<file path="config.mk">
export PLATFORM = sky130hd
export DESIGN_NAME = keccak_state_dma
export DESIGN_NICKNAME = d
export VERILOG_FILES = /design/src/rtl/keccak_state_dma.sv
export SDC_FILE = /design/constraint.sdc
export NUM_CORES = 1
export LEC_CHECK = 0
export CAP_MARGIN = 10
export CORE_MARGIN = 4
export CORE_UTILIZATION = 42
export DETAILED_ROUTE_END_ITERATION = 16
export HOLD_SLACK_MARGIN = 0.05
export PLACE_DENSITY_LB_ADDON = 0.2
export SLEW_MARGIN = 15
export SYNTH_ARGS = -nofsm -noshare
export SYNTH_HDL_FRONTEND = slang
export SYNTH_SLANG_ARGS = --single-unit
</file>
<file path="constraint.sdc">
create_clock -name clk_i -period 6.5 [get_ports clk_i]
set_input_delay 1.3 -clock clk_i [delete_from_list [all_inputs] [get_ports clk_i]]
set_output_delay 1.3 -clock clk_i [all_outputs]
set_load 0.005 [all_outputs]
</file>
<file path="src/rtl/keccak_state_dma.sv">
// OBI master that moves one Keccak state between memory and the state buffer,
// optionally running the permutation in between, then raises a completion pulse.
module keccak_state_dma #(
    parameter int NWORDS          = 50,
    parameter int MAX_OUTSTANDING = 2,
    parameter int IDX_W           = 6
) (
    input  logic             clk_i,
    input  logic             rst_i,
    input  logic             start_i,
    input  logic [1:0]       mode_i,
    input  logic [31:0]      src_addr_i,
    input  logic [31:0]      dst_addr_i,
    output logic             obi_req_o,
    input  logic             obi_gnt_i,
    output logic [31:0]      obi_addr_o,
    output logic             obi_we_o,
    output logic [3:0]       obi_be_o,
    output logic [31:0]      obi_wdata_o,
    input  logic             obi_rvalid_i,
    input  logic [31:0]      obi_rdata_i,
    output logic             state_we_o,
    output logic [IDX_W-1:0] state_idx_o,
    output logic [31:0]      state_wdata_o,
    input  logic [31:0]      state_rdata_i,
    output logic             perm_start_o,
    input  logic             perm_done_i,
    output logic             busy_o,
    output logic             intr_o
);
    // One extra bit so the counters can hold NWORDS itself.
    localparam int CNT_W = IDX_W + 1;
    localparam logic [CNT_W-1:0] NWORDS_C = CNT_W'(NWORDS);
    localparam logic [CNT_W-1:0] LAST_C   = CNT_W'(NWORDS - 1);
    localparam logic [CNT_W-1:0] MAXOUT_C = CNT_W'(MAX_OUTSTANDING);

    typedef enum logic [2:0] {
        IDLE, LOAD, PERM_START, PERM_WAIT, STORE, FINISH
    } state_e;

    state_e           state_q, state_d;
    logic [1:0]       mode_q, mode_d;
    logic [31:0]      src_q, src_d;
    logic [31:0]      dst_q, dst_d;
    logic [CNT_W-1:0] issue_q, issue_d;
    logic [CNT_W-1:0] resp_q, resp_d;
    logic [CNT_W-1:0] outstanding;
    logic [31:0]      word_off;
    logic             xfer, gnt_hit, rsp_hit, last_rsp;

    assign outstanding = issue_q - resp_q;
    assign word_off    = 32'({issue_q, 2'b00});
    assign xfer        = (state_q == LOAD) || (state_q == STORE);
    // The request depends only on registered counters, so once raised it cannot
    // fall before the grant: issue_q is frozen and outstanding can only shrink.
    assign obi_req_o   = xfer && (issue_q < NWORDS_C) && (outstanding < MAXOUT_C);
    assign gnt_hit     = obi_req_o && obi_gnt_i;
    // Unsolicited responses never advance the response count.
    assign rsp_hit     = xfer && obi_rvalid_i && (outstanding != '0);
    assign last_rsp    = rsp_hit && (resp_q == LAST_C);
    assign obi_be_o    = 4'hF;

    always_comb begin
        obi_addr_o    = '0;
        obi_we_o      = 1'b0;
        obi_wdata_o   = '0;
        state_we_o    = 1'b0;
        state_idx_o   = '0;
        state_wdata_o = '0;
        perm_start_o  = 1'b0;
        intr_o        = 1'b0;
        busy_o        = (state_q != IDLE);
        case (state_q)
            LOAD: begin
                obi_addr_o    = src_q + word_off;
                state_we_o    = rsp_hit;
                state_idx_o   = resp_q[IDX_W-1:0];
                state_wdata_o = obi_rdata_i;
            end
            STORE: begin
                obi_addr_o  = dst_q + word_off;
                obi_we_o    = 1'b1;
                state_idx_o = issue_q[IDX_W-1:0];
                obi_wdata_o = state_rdata_i;
            end
            PERM_START: perm_start_o = 1'b1;
            FINISH:     intr_o       = 1'b1;
            default: ;
        endcase
    end

    always_comb begin
        state_d = state_q;
        mode_d  = mode_q;
        src_d   = src_q;
        dst_d   = dst_q;
        issue_d = issue_q + CNT_W'(gnt_hit);
        resp_d  = resp_q + CNT_W'(rsp_hit);
        case (state_q)
            IDLE: begin
                if (start_i) begin
                    mode_d = mode_i;
                    src_d  = src_addr_i & 32'hFFFF_FFFC;
                    dst_d  = dst_addr_i & 32'hFFFF_FFFC;
                    case (mode_i)
                        2'b10:   state_d = STORE;
                        2'b11:   state_d = PERM_START;
                        default: state_d = LOAD;
                    endcase
                end
            end
            LOAD: begin
                if (last_rsp) begin
                    issue_d = '0;
                    resp_d  = '0;
                    state_d = (mode_q == 2'b01) ? FINISH : PERM_START;
                end
            end
            PERM_START: state_d = PERM_WAIT;
            PERM_WAIT: begin
                if (perm_done_i) state_d = STORE;
            end
            STORE: begin
                if (last_rsp) begin
                    issue_d = '0;
                    resp_d  = '0;
                    state_d = FINISH;
                end
            end
            FINISH:  state_d = IDLE;
            default: state_d = IDLE;
        endcase
    end

    always_ff @(posedge clk_i) begin
        if (rst_i) begin
            state_q <= IDLE;
            mode_q  <= '0;
            src_q   <= '0;
            dst_q   <= '0;
            issue_q <= '0;
            resp_q  <= '0;
        end else begin
            state_q <= state_d;
            mode_q  <= mode_d;
            src_q   <= src_d;
            dst_q   <= dst_d;
            issue_q <= issue_d;
            resp_q  <= resp_d;
        end
    end
endmodule

</file>
==> results.py, run 1 <==
metrics = {
    "cts": {
        "cts_tree": "yes",
        "post-cts-setup-buffer-count": 0,
        "cts_root_buffer": "clkbuf_16",
        "ctsLongestPathBuffers": 2,
        "post_cts_resized": 0,
        "cts.sinks": 79,
        "cts_made_buffers": 9,
        "cts.htree.levels": 3,
        "clock_latency_ps": 340,
        "hold_buffers": 0,
        "cts.clk_slew.worst_paths_ps": 60,
    },
    "detailed_routing": {
        "wl_um": 16730,
        "first_iter_violations": 216,
        "routedWlPerCell_um": 15.46,
        "ant_nets": 0,
        "drt-vias-per-instance": 5.178,
        "drtPass1Iterations": 4,
        "vias": 5603,
        "drcViolationCount": 0,
    },
    "cells_and_area": {
        "fin_cells": 1082,
        "drive_gt1_share_pct": 3.747,
        "areaGrowthSynthToFinish_pct": 52.32,
        "finish.utilization_pct": 65.59,
        "nets": 1084,
    },
    "synth": {
        "synth_seq_cells": 79,
        "synth-main-ff-cell": "dfxtp_1",
        "avgSynthCellArea_um2": 7.174,
        "yosysWarnings": 0,
        "syn_area_um2": 5172,
        "synthDistinctLibCells": 53,
        "async_flop_share_pct": 0,
        "syn_inst": 721,
        "seq_area_frac_synth_pct": 30.58,
        "synth_edf_count": 0,
    },
    "critical_path": {
        "crit_fanout": 14,
        "end_kind": "output port",
        "worst-r2r-setup-slack_ps": 3080,
        "reg2reg_to": "issue_q[6]$_SDFF_PP0_",
        "critPathKind": "flop to output port",
        "worstReg2RegStart": "resp_q[0]$_SDFF_PP0_",
        "cp_slowest_cell": "nor4b_1",
        "startpoint": "state_q[2]$_SDFFE_PP0P_",
        "start_kind": "flop",
        "reg2reg_depth": 15,
        "max_stage_delay_ps": 860,
        "crit_arrival_ps": 4690,
        "path_cells": "or3b_1 > inv_1 > buf_4 > nand2_1 > nand2_1 > ha_1 > o21a_1 > nor2_1 > nor2_1 > o21ai_1 > buf_4 > nor4b_1 > a21oi_1 > nor3_1 > clkdlybuf4s50_1",
        "endpoint": "obi_addr_o[23]",
        "crit_required_ps": 5200,
    },
    "sta": {
        "finalCriticalPeriod_ps": 5989,
        "slew-limit-headroom_pct": 28.89,
        "setup_tns_ps": 0,
        "rsz0062_at_grt": "false",
        "drv_slew": 0,
        "worst_pin_slew_ps": 1067,
        "fmax_mhz": 167.0,
        "finClkSkew_ps": 4.373,
        "finalHoldViolations": 0,
        "setup_viol": 0,
        "final.period_utilization_pct": 92.14,
    },
    "global_route": {
        "grt_pass1_vias": 5189,
        "grt_pass1_wl_um": 26080,
        "grt_max_degree": 80,
        "antenna_found_initial": 1,
        "grt_usage_pct": 22.95,
        "grt_overflow_total": 0,
    },
    "floorplanning": {
        "fp.dieH_um": 119.0,
        "rows": 40,
        "die_area_um2": 14160,
        "core_area_um2": 12010,
        "ios": 248,
        "start_util_pct": 43.06,
        "die_x_um": 119.0,
    },
    "power": {
        "total_power_mw": 2.077,
        "power.density_nw_per_um2": 263.6,
        "leakage_nw": 3.095,
        "max-vdd-ir-drop_mv": 0.1680,
    },
    "placement": {
        "dp_hpwl_um": 12950,
        "dp_cells": 1065,
        "port_buffers": 237,
        "gp_congestion": 0.9553,
    },
    "worst_hold_path": {
        "hold_path_class": "flop to flop",
    },
    "run": {
        "maxCapViolations": 0,
    },
    "outcome": {
        "outcome": "complete, no violations",
    },
}
==> placed cells by master (no fill, tap or decap), types with 2 or more instances in the layout <==
master             n
or3_1              2
nor2b_1            4
mux2i_1           17
clkbuf_8           2
buf_4              8
inv_1             18
nor4_1             7
o21ai_0            9
and4_1             2
nor3_1            34
conb_1             6
nor4b_1            2
xor2_1            19
a31oi_1            4
clkbuf_16          9
clkdlybuf4s50_1  236
a21o_1             5
and2_1            69
nand3_1           10
xnor2_1           12
a22o_1             4
nor3b_1            7
a211oi_1           5
o21a_1             3
clkinv_2           2
fa_1               2
nor2_1            42
dfxtp_1           79
and3_1            12
nand2_1          167
nand2b_1           4
a21oi_1           84
ha_1              17
a221oi_1           2
mux2_2             3
==> worst min-delay path by stage <==
stage	start	to	cells past startpoint	slack (ps)
global route	src_q[31]$_SDFFE_PP0P_	src_q[31]$_SDFFE_PP0P_	2	470
global placement	dst_q[27]$_SDFFE_PP0P_	dst_q[27]$_SDFFE_PP0P_	2	440
floorplan	mode_q[0]$_SDFFE_PP0P_	mode_q[0]$_SDFFE_PP0P_	2	430
finish	src_q[31]$_SDFFE_PP0P_	src_q[31]$_SDFFE_PP0P_	2	450
detailed placement	src_q[31]$_SDFFE_PP0P_	src_q[31]$_SDFFE_PP0P_	2	450
CTS	src_q[31]$_SDFFE_PP0P_	src_q[31]$_SDFFE_PP0P_	2	450
==> layout make-up <==
type | count | area (um^2)
Fill cell | 1089 | 4133
Timing Repair Buffer | 245 | 2427
Sequential cell | 79 | 1582
Tap cell | 147 | 183.9
Multi-Input combinational cell | 576 | 3307
Clock buffer | 11 | 252.7
Clock inverter | 5 | 56.30
Antenna cell | 1 | 2.502
Inverter | 18 | 67.56
==> synthesized netlist by cell type (all sizes together), types with 2 or more instances <==
cell | instances | share of area (%)
dfxtp | 79 | 31
nor4 | 8 | 1.3
mux2 | 3 | 0.65
a21o | 5 | 0.73
or3b | 2 | 0.34
xor2 | 19 | 3.2
or4 | 2 | 0.36
or3 | 2 | 0.24
a221oi | 2 | 0.34
o21ai | 10 | 0.97
nor2 | 43 | 3.1
a211oi | 5 | 0.73
nand2b | 4 | 0.48
inv | 18 | 1.3
a21oi | 84 | 8.1
buf | 12 | 1.8
mux2i | 17 | 3.3
and3 | 12 | 1.5
nand3 | 10 | 0.97
and4 | 2 | 0.34
xnor2 | 12 | 2.0
fa | 2 | 0.77
ha | 17 | 4.1
and2 | 70 | 8.5
nor2b | 4 | 0.48
a31oi | 4 | 0.48
clkbuf | 40 | 2.9
nand2 | 168 | 12
nor3b | 7 | 1.0
a22o | 4 | 0.68
nor4b | 3 | 0.80
nor3 | 34 | 3.3
conb | 2 | 0.15
o21a | 3 | 0.44
==> sequential cells by signal, indices dropped and copies added, names as in the netlist <==
signal,cells
resp_q,7
issue_q,7
state_q,3
src_q,30
dst_q,30
mode_q,2
==> critical path: cells and delay by family (launching register included) <==
kind | cells | cell delay, ps
adder cells (fa/ha/maj) | 1 | 220
AND/OR/NAND/NOR | 7 | 1750
flip-flops | 1 | 590
buffers and inverters | 4 | 1400
AO/OA/AOI/OAI | 3 | 390
==> report_power, final <==
group,switching (mW),internal (mW)
logic,0.475,0.459
clock network,0.197,0.317
registers,0.0652,0.564
total,0.737,1.34
==> per-stage QoR <==
stage                     area [um^2]  setup slack (ps)  hold WS (ps)
after floorplan                  5187              1410         431.8
after global placement           7562             986.7         440.4
after detailed placement         7562             931.6         445.6
after CTS                        7871             547.4         453.7
after global routing             7879             38.18         470.5
final                            7879             510.9         450.7
==> cell families after synthesis <==
group	synth area share, %
AO/OA/AOI/OAI	13.93
AND/OR/NAND/NOR	35.27
adder cells (fa/ha/maj)	4.886
other	0.1452
XOR/XNOR	5.249
buffers and inverters	5.999
multiplexers	3.943
flip-flops	30.58
==> metal layers <==
metal | routed length [um] | up-vias | global-route usage [%]
met5 | 0 | - | 0
li1 | - | 2826 | -
met4 | 580 | 0 | 10.64
met3 | 1184 | 32 | 5.840
met1 | 6468 | 2539 | 24.59
met2 | 8491 | 206 | 42.02
Power figures use the tool's default switching activity.
==> run 2, diff against run 1 <==
--- a/config.mk
+++ b/config.mk
@@ -8,6 +8,7 @@
 export CAP_MARGIN = 10
 export CORE_MARGIN = 4
 export CORE_UTILIZATION = 42
+export CTS_CLUSTER_SIZE = 40
 export DETAILED_ROUTE_END_ITERATION = 16
 export HOLD_SLACK_MARGIN = 0.05
 export PLACE_DENSITY_LB_ADDON = 0.2
==> results of run 2 <==
The final DEF is identical to that of run 1; final timing and power are the same.
==> run 3, diff against run 2 <==
--- a/config.mk
+++ b/config.mk
@@ -7,11 +7,12 @@
 export LEC_CHECK = 0
 export CAP_MARGIN = 10
 export CORE_MARGIN = 4
-export CORE_UTILIZATION = 42
+export CORE_UTILIZATION = 45
 export CTS_CLUSTER_SIZE = 40
 export DETAILED_ROUTE_END_ITERATION = 16
 export HOLD_SLACK_MARGIN = 0.05
 export PLACE_DENSITY_LB_ADDON = 0.2
+export RECOVER_POWER = 100
 export SLEW_MARGIN = 15
 export SYNTH_ARGS = -nofsm -noshare
 export SYNTH_HDL_FRONTEND = slang
==> constraint.sdc (replaced) <==
create_clock -name clk_i -period 7.7 [get_ports clk_i]
set_input_delay 1.54 -clock clk_i [delete_from_list [all_inputs] [get_ports clk_i]]
set_output_delay 1.54 -clock clk_i [all_outputs]
set_load 0.005 [all_outputs]
==> run 3 against run 2 <==
The run now ends with max-capacitance violations, max-slew violations left. Largest cell class unchanged. Sequential power shrank 15%. Sequential cell count is the same. Worst hold slack gained 1.2 ps. Wire length grew 0.19%.
==> results.py, run 3 (synthesized netlist as in run 1, its figures left out) <==
metrics = {
    "detailed_routing": {
        "first_iter_violations": 337,
        "top_layer": "met4",
        "drt-met1-wl_um": 6342,
        "ant_nets": 0,
        "wl_um": 16760,
        "routedWlPerCell_um": 15.66,
        "wl_met2_um": 8796,
        "wl_met3_um": 1289,
        "vias": 5705,
        "drt-vias-per-instance": 5.332,
        "drtPass1Iterations": 5,
        "drcViolationCount": 0,
    },
    "cts": {
        "ctsLongestPathBuffers": 2,
        "hold_buffers": 0,
        "cts.htree.levels": 3,
        "cts.clk_slew.worst_paths_ps": 60,
        "cts_root_buffer": "clkbuf_16",
        "cts_made_buffers": 9,
        "post-cts-setup-buffer-count": 0,
        "cts_tree": "yes",
        "post_cts_resized": 0,
        "clock_latency_ps": 340,
        "cts.sinks": 79,
    },
    "floorplanning": {
        "core_area_um2": 11030,
        "die_x_um": 115.2,
        "fp.dieH_um": 115.2,
        "ios": 248,
        "die_area_um2": 13270,
        "rows": 38,
        "start_util_pct": 46.89,
    },
    "sta": {
        "worst_pin_slew_ps": 2903,
        "fmax_mhz": 149.6,
        "rsz0062_at_grt": "false",
        "setup_tns_ps": 0,
        "drv_slew": 103,
        "final.period_utilization_pct": 86.79,
        "finClkSkew_ps": 7.128,
        "slew-limit-headroom_pct": -93.51,
        "finalCriticalPeriod_ps": 6683,
        "whs_ps": 451.8,
        "finalHoldViolations": 0,
        "setup_viol": 0,
    },
    "critical_path": {
        "crit_required_ps": 6160,
        "path_cells": "or3b_1 > inv_1 > buf_4 > nand2_1 > nand2_1 > ha_1 > a21o_1 > a21oi_1 > nor2b_1 > o21ai_1 > clkbuf_1 > nor4b_1 > a21oi_1 > nor3_1 > dlygate4sd3_1",
        "max_stage_delay_ps": 890,
        "start_kind": "flop",
        "crit_arrival_ps": 5140,
        "worst-path-buf-inv": 4,
        "cp_slowest_cell": "nor4b_1",
        "critPathKind": "flop to output port",
        "crit_fanout": 50,
        "crit_family": "simple AND/OR/NAND/NOR gates",
        "end_kind": "output port",
    },
    "placement": {
        "dp_hpwl_um": 12750,
        "gp_congestion": 0.9147,
        "port_buffers": 237,
    },
    "global_route": {
        "grt_pass1_vias": 5521,
        "grt_usage_pct": 23.98,
        "grt_overflow_total": 0,
        "antenna_found_initial": 0,
        "grt_pass1_wl_um": 26030,
        "grt_max_degree": 80,
    },
    "power": {
        "leakage_nw": 3.232,
        "max-vdd-ir-drop_mv": 0.1593,
        "power.density_nw_per_um2": 223.7,
    },
    "cells_and_area": {
        "layout_common_cells": "clkdlybuf4s50_1, nand2_1, a21oi_1",
        "nFillCells": 857,
        "final_common_cell": "clkdlybuf4s50_1",
        "top_regs": "dst_q x30, src_q x30",
        "finish.utilization_pct": 71.08,
        "num_antenna_cells": 0,
        "areaGrowthSynthToFinish_pct": 51.57,
        "nets": 1080,
        "drive_gt1_share_pct": 2.903,
    },
    "run": {
        "maxCapViolations": 2,
    },
    "outcome": {
        "outcome": "finished with violations",
        "violations": "max-capacitance violations, max-slew violations",
    },
    "worst_hold_path": {
        "hold_path_class": "flop to flop",
    },
}
-- run 3: per-layer routing --
metal | up-vias | global-route usage, %
li1 | 2818 | -
met5 | - | 0
met2 | 243 | 45.56
met4 | 0 | 8.294
met1 | 2617 | 26.37
met3 | 27 | 4.632
-- run 3: power by group --
part / leakage (nW) / switching, mW / internal [mW]
Combinational: 2.43 / 0.397 / 0.365
Clock: 0.156 / 0.167 / 0.293
Sequential: 0.646 / 0.0568 / 0.476
-- run 3: final cells by class --
type / count / area (um^2) / area share [%]
multi-input combinational: 576 / 3298 / 42.07
timing repair buffer: 241 / 2394 / 30.53
sequential: 79 / 1582 / 20.17
clock buffer: 11 / 242.7 / 3.096
tap: 140 / 175.2 / 2.234
clock inverter: 5 / 81.33 / 1.037
inverter: 18 / 67.56 / 0.8618
-- run 3: worst register-to-register path, delay by kind of cell, from the launching register on --
kind | cells | cell delay [ps]
and+or+nand+nor | 3 | 2880
DFF | 1 | 420
AOI/OAI and AO/OA | 1 | 240
-- run 3: final timing paths --
check	from	end	slack, ps	cells after the start
hold / removal	mode_q[0]$_SDFFE_PP0P_	mode_q[0]$_SDFFE_PP0P_	450	2
setup reg to reg	state_q[2]$_SDFFE_PP0P_	dst_q[29]$_SDFFE_PP0P_	4080	4
hold reg to reg	mode_q[0]$_SDFFE_PP0P_	mode_q[0]$_SDFFE_PP0P_	450	2
setup / recovery	state_q[2]$_SDFFE_PP0P_	obi_addr_o[23]	1020	15
-- run 3: per-stage QoR --
step                      instance area [um^2]  std cells  power, mW  worst slack (ps)
final                                     7840       1070      1.754              1017
after CTS                                 7848       1070      1.776              1238
after global placement                    7523       1054      1.283              1814
after floorplan                           5187        725     0.9816              2370
after global routing                      7840       1070      1.865             602.3
after detailed placement                  7523       1054      1.315              1620
